===== config.mk =====
export PLATFORM = sky130hd
export DESIGN_NAME = blake2_msg_feeder
export DESIGN_NICKNAME = d
export VERILOG_FILES = /design/src/rtl/blake2_msg_feeder.sv
export SDC_FILE = /design/constraint.sdc
export NUM_CORES = 1
export LEC_CHECK = 0
export CAP_MARGIN = 20
export CORE_MARGIN = 2
export CORE_UTILIZATION = 40
export CTS_BUF_LIST = sky130_fd_sc_hd__clkbuf_4
export CTS_CLUSTER_SIZE = 8
export DETAILED_ROUTE_END_ITERATION = 12
export PLACE_DENSITY_LB_ADDON = 0.15
export SYNTH_ARGS = -nofsm -noshare
export SYNTH_HDL_FRONTEND = slang
export SYNTH_SLANG_ARGS = --single-unit
export TNS_END_PERCENT = 100

===== constraint.sdc =====
create_clock -name clk -period 7.1 [get_ports clk]
set_input_delay 1.775 -clock clk [delete_from_list [all_inputs] [get_ports clk]]
set_output_delay 1.775 -clock clk [all_outputs]
set_load 0.03 [all_outputs]

===== src/rtl/blake2_msg_feeder.sv =====
// Host-side feeder for the blake2 core: cuts a host byte stream into zero-padded
// blocks, drives the core's byte-load port and gathers the streamed digest.
module blake2_msg_feeder #(
  parameter int W      = 32,
  parameter int BB     = 2*W,
  parameter int LEN_W  = 32,
  parameter int NN_MAX = 32
) (
  input  logic                    clk,
  input  logic                    nreset,
  input  logic                    start_i,
  input  logic [LEN_W-1:0]        len_i,
  input  logic [$clog2(W+1)-1:0]  nn_i,
  input  logic                    msg_v_i,
  input  logic [7:0]              msg_i,
  output logic                    msg_rdy_o,
  input  logic                    core_ready_i,
  output logic                    data_v_o,
  output logic [$clog2(BB)-1:0]   data_idx_o,
  output logic [7:0]              data_o,
  output logic                    block_first_o,
  output logic                    block_last_o,
  output logic [$clog2(W+1)-1:0]  kk_o,
  output logic [$clog2(W+1)-1:0]  nn_o,
  output logic [BB-1:0]           ll_o,
  input  logic                    hash_v_i,
  input  logic [7:0]              hash_i,
  output logic                    busy_o,
  output logic                    done_o,
  output logic [8*NN_MAX-1:0]     digest_o
);

  // The core's block size in bytes equals BB numerically (64 for W=32, 128 for W=64).
  localparam int NW  = $clog2(W+1);
  localparam int IW  = $clog2(BB);
  localparam int CW  = LEN_W + 1;
  localparam int CW1 = CW + 1;

  typedef enum logic [1:0] {
    IDLE = 2'd0,
    FEED = 2'd1,
    HASH = 2'd2,
    DONE = 2'd3
  } state_t;

  state_t               state_q, state_d;
  logic [LEN_W-1:0]     len_q, len_d;
  logic [NW-1:0]        nn_q, nn_d;
  logic [CW-1:0]        cnt_q, cnt_d;
  logic [NW-1:0]        rcnt_q, rcnt_d;
  logic                 blockFirst_q, blockFirst_d;
  logic                 blockLast_q, blockLast_d;
  logic [8*NN_MAX-1:0]  digest_q, digest_d;

  logic [CW-1:0] lenExt;
  logic [CW-1:0] padTot;
  logic [CW-1:0] cntNext;
  logic          feeding;
  logic          pad;
  logic          blockEnd;

  function automatic logic isLast(input logic [CW-1:0] blkStart, input logic [CW-1:0] len);
    return ({1'b0, blkStart} + CW1'(BB)) >= {1'b0, len};
  endfunction

  assign lenExt   = {1'b0, len_q};
  assign padTot   = (len_q == '0) ? CW'(BB) : ((lenExt + CW'(BB-1)) & ~CW'(BB-1));
  assign cntNext  = cnt_q + CW'(1);
  assign feeding  = (state_q == FEED);
  assign pad      = (cnt_q >= lenExt);
  assign blockEnd = &cnt_q[IW-1:0];

  // Handshake stays combinational so no byte slips out when the core drops ready.
  assign data_v_o   = feeding & core_ready_i & (pad | msg_v_i);
  assign msg_rdy_o  = feeding & core_ready_i & ~pad;
  assign data_o     = (feeding & ~pad) ? msg_i : 8'h00;
  assign data_idx_o = cnt_q[IW-1:0];

  assign block_first_o = blockFirst_q;
  assign block_last_o  = blockLast_q;
  assign kk_o          = '0;
  assign nn_o          = nn_q;
  assign ll_o          = BB'(len_q);
  assign busy_o        = (state_q != IDLE);
  assign done_o        = (state_q == DONE);
  assign digest_o      = digest_q;

  always_comb begin
    state_d      = state_q;
    len_d        = len_q;
    nn_d         = nn_q;
    cnt_d        = cnt_q;
    rcnt_d       = rcnt_q;
    blockFirst_d = blockFirst_q;
    blockLast_d  = blockLast_q;
    digest_d     = digest_q;

    case (state_q)
      IDLE: begin
        if (start_i) begin
          len_d        = len_i;
          nn_d         = nn_i;
          cnt_d        = '0;
          rcnt_d       = '0;
          digest_d     = '0;
          blockFirst_d = 1'b1;
          blockLast_d  = isLast('0, {1'b0, len_i});
          state_d      = FEED;
        end
      end

      FEED: begin
        if (data_v_o) begin
          cnt_d = cntNext;
          if (blockEnd) begin
            if (cntNext == padTot) begin
              state_d = HASH;
            end else begin
              blockFirst_d = 1'b0;
              blockLast_d  = isLast(cntNext, lenExt);
            end
          end
        end
      end

      HASH: begin
        // rcnt_q == 0 marks the stale lead byte of the burst; byte j lands at rcnt_q == j+1.
        if (hash_v_i) begin
          for (int j = 0; j < NN_MAX; j++) begin
            if (rcnt_q == NW'(j + 1)) begin
              digest_d[8*j +: 8] = hash_i;
            end
          end
          if (rcnt_q == nn_q) begin
            state_d = DONE;
          end else begin
            rcnt_d = rcnt_q + NW'(1);
          end
        end
      end

      DONE: begin
        state_d = IDLE;
      end

      default: begin
        state_d = IDLE;
      end
    endcase
  end

  always_ff @(posedge clk or negedge nreset) begin
    if (!nreset) begin
      state_q      <= IDLE;
      len_q        <= '0;
      nn_q         <= '0;
      cnt_q        <= '0;
      rcnt_q       <= '0;
      blockFirst_q <= 1'b0;
      blockLast_q  <= 1'b0;
      digest_q     <= '0;
    end else begin
      state_q      <= state_d;
      len_q        <= len_d;
      nn_q         <= nn_d;
      cnt_q        <= cnt_d;
      rcnt_q       <= rcnt_d;
      blockFirst_q <= blockFirst_d;
      blockLast_q  <= blockLast_d;
      digest_q     <= digest_d;
    end
  end

endmodule


## Word-level counts from Yosys, hierarchy flattened

Cells that the tools add are included.

- Word-level logic and storage cells: 233
- Flip-flop bits (word level): 337
- Input port bits: 60
- Output and inout port bits: 352

- Order comparisons: 3
- Bitwise logic cells: 6
- Reductions and logical operators: 43
- Add/subtract/negate cells: 4
- Muxes and demuxes: 61
- Equality and inequality tests: 77

Operators by type and width:

| operator | count |
|---|---|
| $mux W256 | 2 |
| $pmux W256 S2 | 1 |
| $mux W8 | 33 |
| $reduce_and A4 Y1 | 33 |
| $mux W33 | 3 |
| $eq A6 B5 Y1 const B | 16 |
| $ne A2 B2 Y1 const B | 38 |
| $pmux W33 S2 | 1 |
| $eq A6 B4 Y1 const B | 8 |
| $add A33 B7 Y34 const B | 1 |
| $ge A34 B32 Y1 | 1 |
| $add A32 B6 Y33 const B | 1 |
| $add A33 B1 Y33 const B | 1 |
| $eq A33 B33 Y1 | 1 |
| $ge A33 B32 Y1 | 1 |
| $ge A7 B32 Y1 const A | 1 |
| $logic_not A32 Y1 | 1 |
| $eq A6 B3 Y1 const B | 4 |
| $mux W6 | 3 |
| $eq A6 B2 Y1 const B | 2 |
| $mux W2 | 6 |
| $pmux W6 S2 | 1 |
| $reduce_and A6 Y1 | 2 |
| $mux W1 | 8 |
| other kinds (17) | 25 |

## Longest topological paths before layout

- Depth in word-level cells: 7
- Mapped depth: 21
- Mapped depth without buffers: 20

## Least setup slack after synthesis

OpenSTA, ideal clock, no wires.

- Path kind: reg-to-output
- Start: register len_q[18]
- End: output data_o[0]
- Data required time: 5325 ps
- Arrival: 2736 ps
- Slack: 2589 ps
- Buffers on the path: 1
- Stages on the path, launching flop included: 11
- Cell sequence: dfrtp_1 -> clkbuf_1 -> inv_1 -> ha_1 -> a21o_1 -> a211oi_1 -> o21ai_0 -> a21oi_1 -> nand4bb_1 -> a211oi_1 -> and2_1

- Word-level cells in the longest chain between the ends: 4

RTL lines:

| element | line | RTL |
|---|---|---|
| from (decl) | 47 | `logic [LEN_W-1:0] len_q, len_d;` |
| from (signal assigned) | 164 | `len_q <= len_d;` |
| $ge A33 B32 Y1 | 70 | `assign pad = (cnt_q >= lenExt);` |
| $not A1 Y1 | 76 | `assign data_o = (feeding & ~pad) ? msg_i : 8'h00;` |
| $and A1 B1 Y1 | 76 |  |
| $mux W8 | 76 |  |
| to (decl) | 20 | `output logic [7:0] data_o,` |

No other way between the ends.

## Worst setup path in the final report

- Start: register cnt_q[0]
- End: output data_o[6]

- Word-level cells in the longest chain between the ends: 4

RTL lines:

| element | line | RTL |
|---|---|---|
| from (decl) | 49 | `logic [CW-1:0] cnt_q, cnt_d;` |
| from (signal assigned) | 166 | `cnt_q <= cnt_d;` |
| $ge A33 B32 Y1 | 70 |  |
| $not A1 Y1 | 76 |  |
| $and A1 B1 Y1 | 76 |  |
| $mux W8 | 76 |  |

No other way between the ends.

==> flow_summary_export.csv <==
group,metric,value,unit
placed_design,dp_hpwl,44800,µm
clock_tree,ctsRootBufferMaster,"clkbuf_4",
setup_path,path_max_fanout,11,
synthesis,yosysSeqAreaShare,0.482,
global_routing,grt_pass1_vias,14833,
synthesis,yosys_warnings,0,
job,number_of_violations_of_the_max_capacitance_limit,0,
sta,finalHoldViolations,0,
final_layout,fin_nets,2326,
global_routing,grt_usage,0.271,
floorplan,height_of_the_die,213,µm
setup_path,crit_chain,"inv_1 -> ha_1 -> nand2b_1 -> a2111oi_0 -> o31ai_1 -> o211ai_1 -> nand4bb_1 -> a211oi_1 -> and2_1 -> clkdlybuf4s50_1",
setup_path,flop_to_flop_setup_slack,1720,ps
setup_path,worstSetupEndpointType,"output port",
floorplan,core_area,43100,µm²
setup_path,critPathArrivalTime,4500,ps
clock_tree,cts_tree,"yes",
sta,final_setup_vio_count,0,
sta,clock-skew-final,113,ps
sta,worst_slack,829,ps
routing,firstDrtPassIters,5,
final_layout,final_layout_size_suffix_gt1_frac,0.129,
synthesis,postSynthAreaPerCell,9.81,µm²
worst_hold_path,holdCritPathClass,"reg2reg",
routing,dr_total_vias,14939,
clock_tree,htreeDepth,3,
sta,max-slew-margin-rel,0.254,
floorplan,placement_rows,76,
sta,slew_worst_pin,1120,ps
final_layout,layout.cells.most_common,"clkdlybuf4s50_1",
routing,wl_per_cell,21.5,µm
clock_tree,postCtsHoldBufs,0,
placed_design,portBuffers,373,
sta,max_clock_freq,0.159,GHz
floorplan,horizontal_die_dimension,213,µm
sta,final_period_minus_worst_setup_slack,6270,ps
synthesis,syn-cell-area,17500,µm²
sta,tns,0,ps
global_routing,grt_first_pass_wirelength,91700,µm
routing,drt_iter0_markers,973,
pwr,p_leak,0.0101,µW
setup_path,critPathSlowestCell,"clkdlybuf4s50_1",
floorplan,design.portCount,412,
routing,final_routed_wirelength,61100,µm
final_layout,layout_common_cells,"372 x clkdlybuf4s50_1, 337 x dfrtp_1, 305 x nand2_1, 247 x o21ai_0, 134 x clkbuf_4",
clock_tree,clockBufferDepth,3,
pwr,vdd.ir_drop.worst,0.351,mV
clock_tree,clk_transition_reported_paths,60,ps
synthesis,synth.distinct_cells,77,
routing,drc,0,
placed_design,place_worst_setup_slack,1690,ps
pwr,pwr_density_cell,476,nW/µm²
setup_path,r2r_start,"cnt_q[11]",
setup_path,timing_worst_setup_path_type,"reg2out",
setup_path,worst_path_largest_cell_delay,670,ps
placed_design,postPlaceCellArea,21600,µm²
synthesis,yosys_register_bits,337,
setup_path,r2r_cells,14,
final_layout,post_layout_util,0.530,
clock_tree,cts_post_setup_buffers_inserted,0,
sta,rsz0062_at_grt,"no",
clock_tree,cts-buffers-inserted,94,
floorplan,dieArea,45400,µm²
setup_path,crit_end,"data_o[6]",
global_routing,global_route.overflow_total,0,
sta,final_worst_path_period_share,0.883,
synthesis,postSynth.topFlopCell,"dfrtp_1",
clock_tree,count_of_instances_resized_after_the_clock_tree_is_built,0,
final_layout,final.fill_count,3994,
setup_path,worst-endpoint-required,5330,ps
synthesis,async_reset_ff_frac,1.00,
global_routing,grt_start_max_net_pins,147,
setup_path,critical_path.startpoint_type,"register",
setup_path,worstSetupStartpoint,"cnt_q[0]",
synthesis,syn-instance-count,1783,
routing,via_count_normalized_by_instance_count,5.26,
clock_tree,clock_sinks,337,
final_layout,flow.area_growth_from_synthesis,30.5,%
clock_tree,clock_latency,860,ps
final_layout,register_area,8430,µm²
setup_path,worstReg2RegEnd,"block_last_o",
placed_design,place.gp.congestion,0.961,
routing,drt.antenna.violating_nets,0,
sta,slew_viol_final,0,
floorplan,start_util,0.406,
final_layout,multi_input_comb_area,8280,µm²
synthesis,synth_edf_count,0,
final_layout,layout.cell_area.non_filler,22800,µm²
global_routing,grt_antenna_before_repair,5,
run_status,outcome,"finished, final reports clean",
==> state kept, by name (all words and copies together) (netlist names) <==
register,flops
cnt_q,33
state_q,2
digest_o,256
block_last_o,1
len_q,32
block_first_o,1
rcnt_q,6
nn_o,6
==> synth_stat cells, types with 24 or more instances <==
cell type,count,share of area
buf_4,51,0.022
inv_1,46,0.0099
o21ai_0,249,0.071
mux2_2,78,0.050
nand3_1,37,0.011
ha_1,75,0.054
nand2_1,306,0.066
clkbuf_1,75,0.016
xnor2_1,64,0.032
dfrtp_1,337,0.48
a21oi_1,50,0.014
nor3_1,25,0.0072
nand4_1,37,0.013
nor2_1,59,0.013
and2_1,24,0.0086
==> cell type report <==
| cell class | count | area share |
|---|---|---|
| Sequential cell | 337 | 0.370 |
| Multi-Input combinational cell | 1297 | 0.363 |
| Timing Repair Buffer | 415 | 0.179 |
| Clock buffer | 132 | 0.0434 |
| Tap cell | 585 | 0.0321 |
| Inverter | 46 | 0.00757 |
| Clock inverter | 20 | 0.00521 |
| Antenna cell | 6 | 0.000658 |
==> worst min path at each step <==
stage          cells after the start     startpoint  slack, ps             to
6_report                           2   digest_o[87]        480   digest_o[87]
5_1_grt                            2  digest_o[213]        500  digest_o[213]
4_1_cts                            2   digest_o[60]        480   digest_o[60]
3_5_place_dp                       2   digest_o[58]        470   digest_o[58]
3_3_place_gp                       2  digest_o[140]        460  digest_o[140]
2_1_floorplan                      2      cnt_q[30]        510      cnt_q[30]
==> power by group <==
part	total, µW	leakage, µW	switching, µW	internal (µW)
Clock	1700	0.000662	820	883
Combinational	5830	0.00491	3640	2200
Sequential	3330	0.00449	643	2690
Total	10900	0.0101	5100	5760
==> cells by family (layout without fill, tap and decap cells) <==
group,after synthesis,in the layout,share of synthesized area
AO/OA/AOI/OAI,401,401,0.132
other,1,44,0.000214
XOR/XNOR,89,89,0.0509
flip-flops,337,337,0.482
buffers and inverters,186,613,0.0529
multiplexers,89,89,0.0567
adder cells (fa/ha/maj),75,75,0.0537
AND/OR/NAND/NOR,605,605,0.171
==> worst max-delay path, delay by kind of cell, from the launching register on <==
kind            cells  cell delay [ps]
compound gates      4             1480
fa+ha+maj           1              350
buf+inv             2              750
flops               1              530
simple gates        3              510
==> routing by layer <==
metal | GRT usage | share of wire | wire [µm] | vias to the layer above
li1 | - | - | - | 7053
met1 | 0.328 | 0.40 | 24400 | 7240
met2 | 0.440 | 0.47 | 29000 | 503
met3 | 0.0965 | 0.084 | 5160 | 139
met4 | 0.109 | 0.042 | 2560 | 4
met5 | 0 | 0.00049 | 30 | -
==> through the flow <==
stage	power, µW	cells	hold WS (ps)
2_1_floorplan	6520	1820	508
3_3_place_gp	9090	2664	461
3_5_place_dp	9140	2666	469
4_1_cts	10900	2818	481
5_1_grt	11500	2837	498
6_report	10900	2838	477
(Power assumes the default switching activity.)
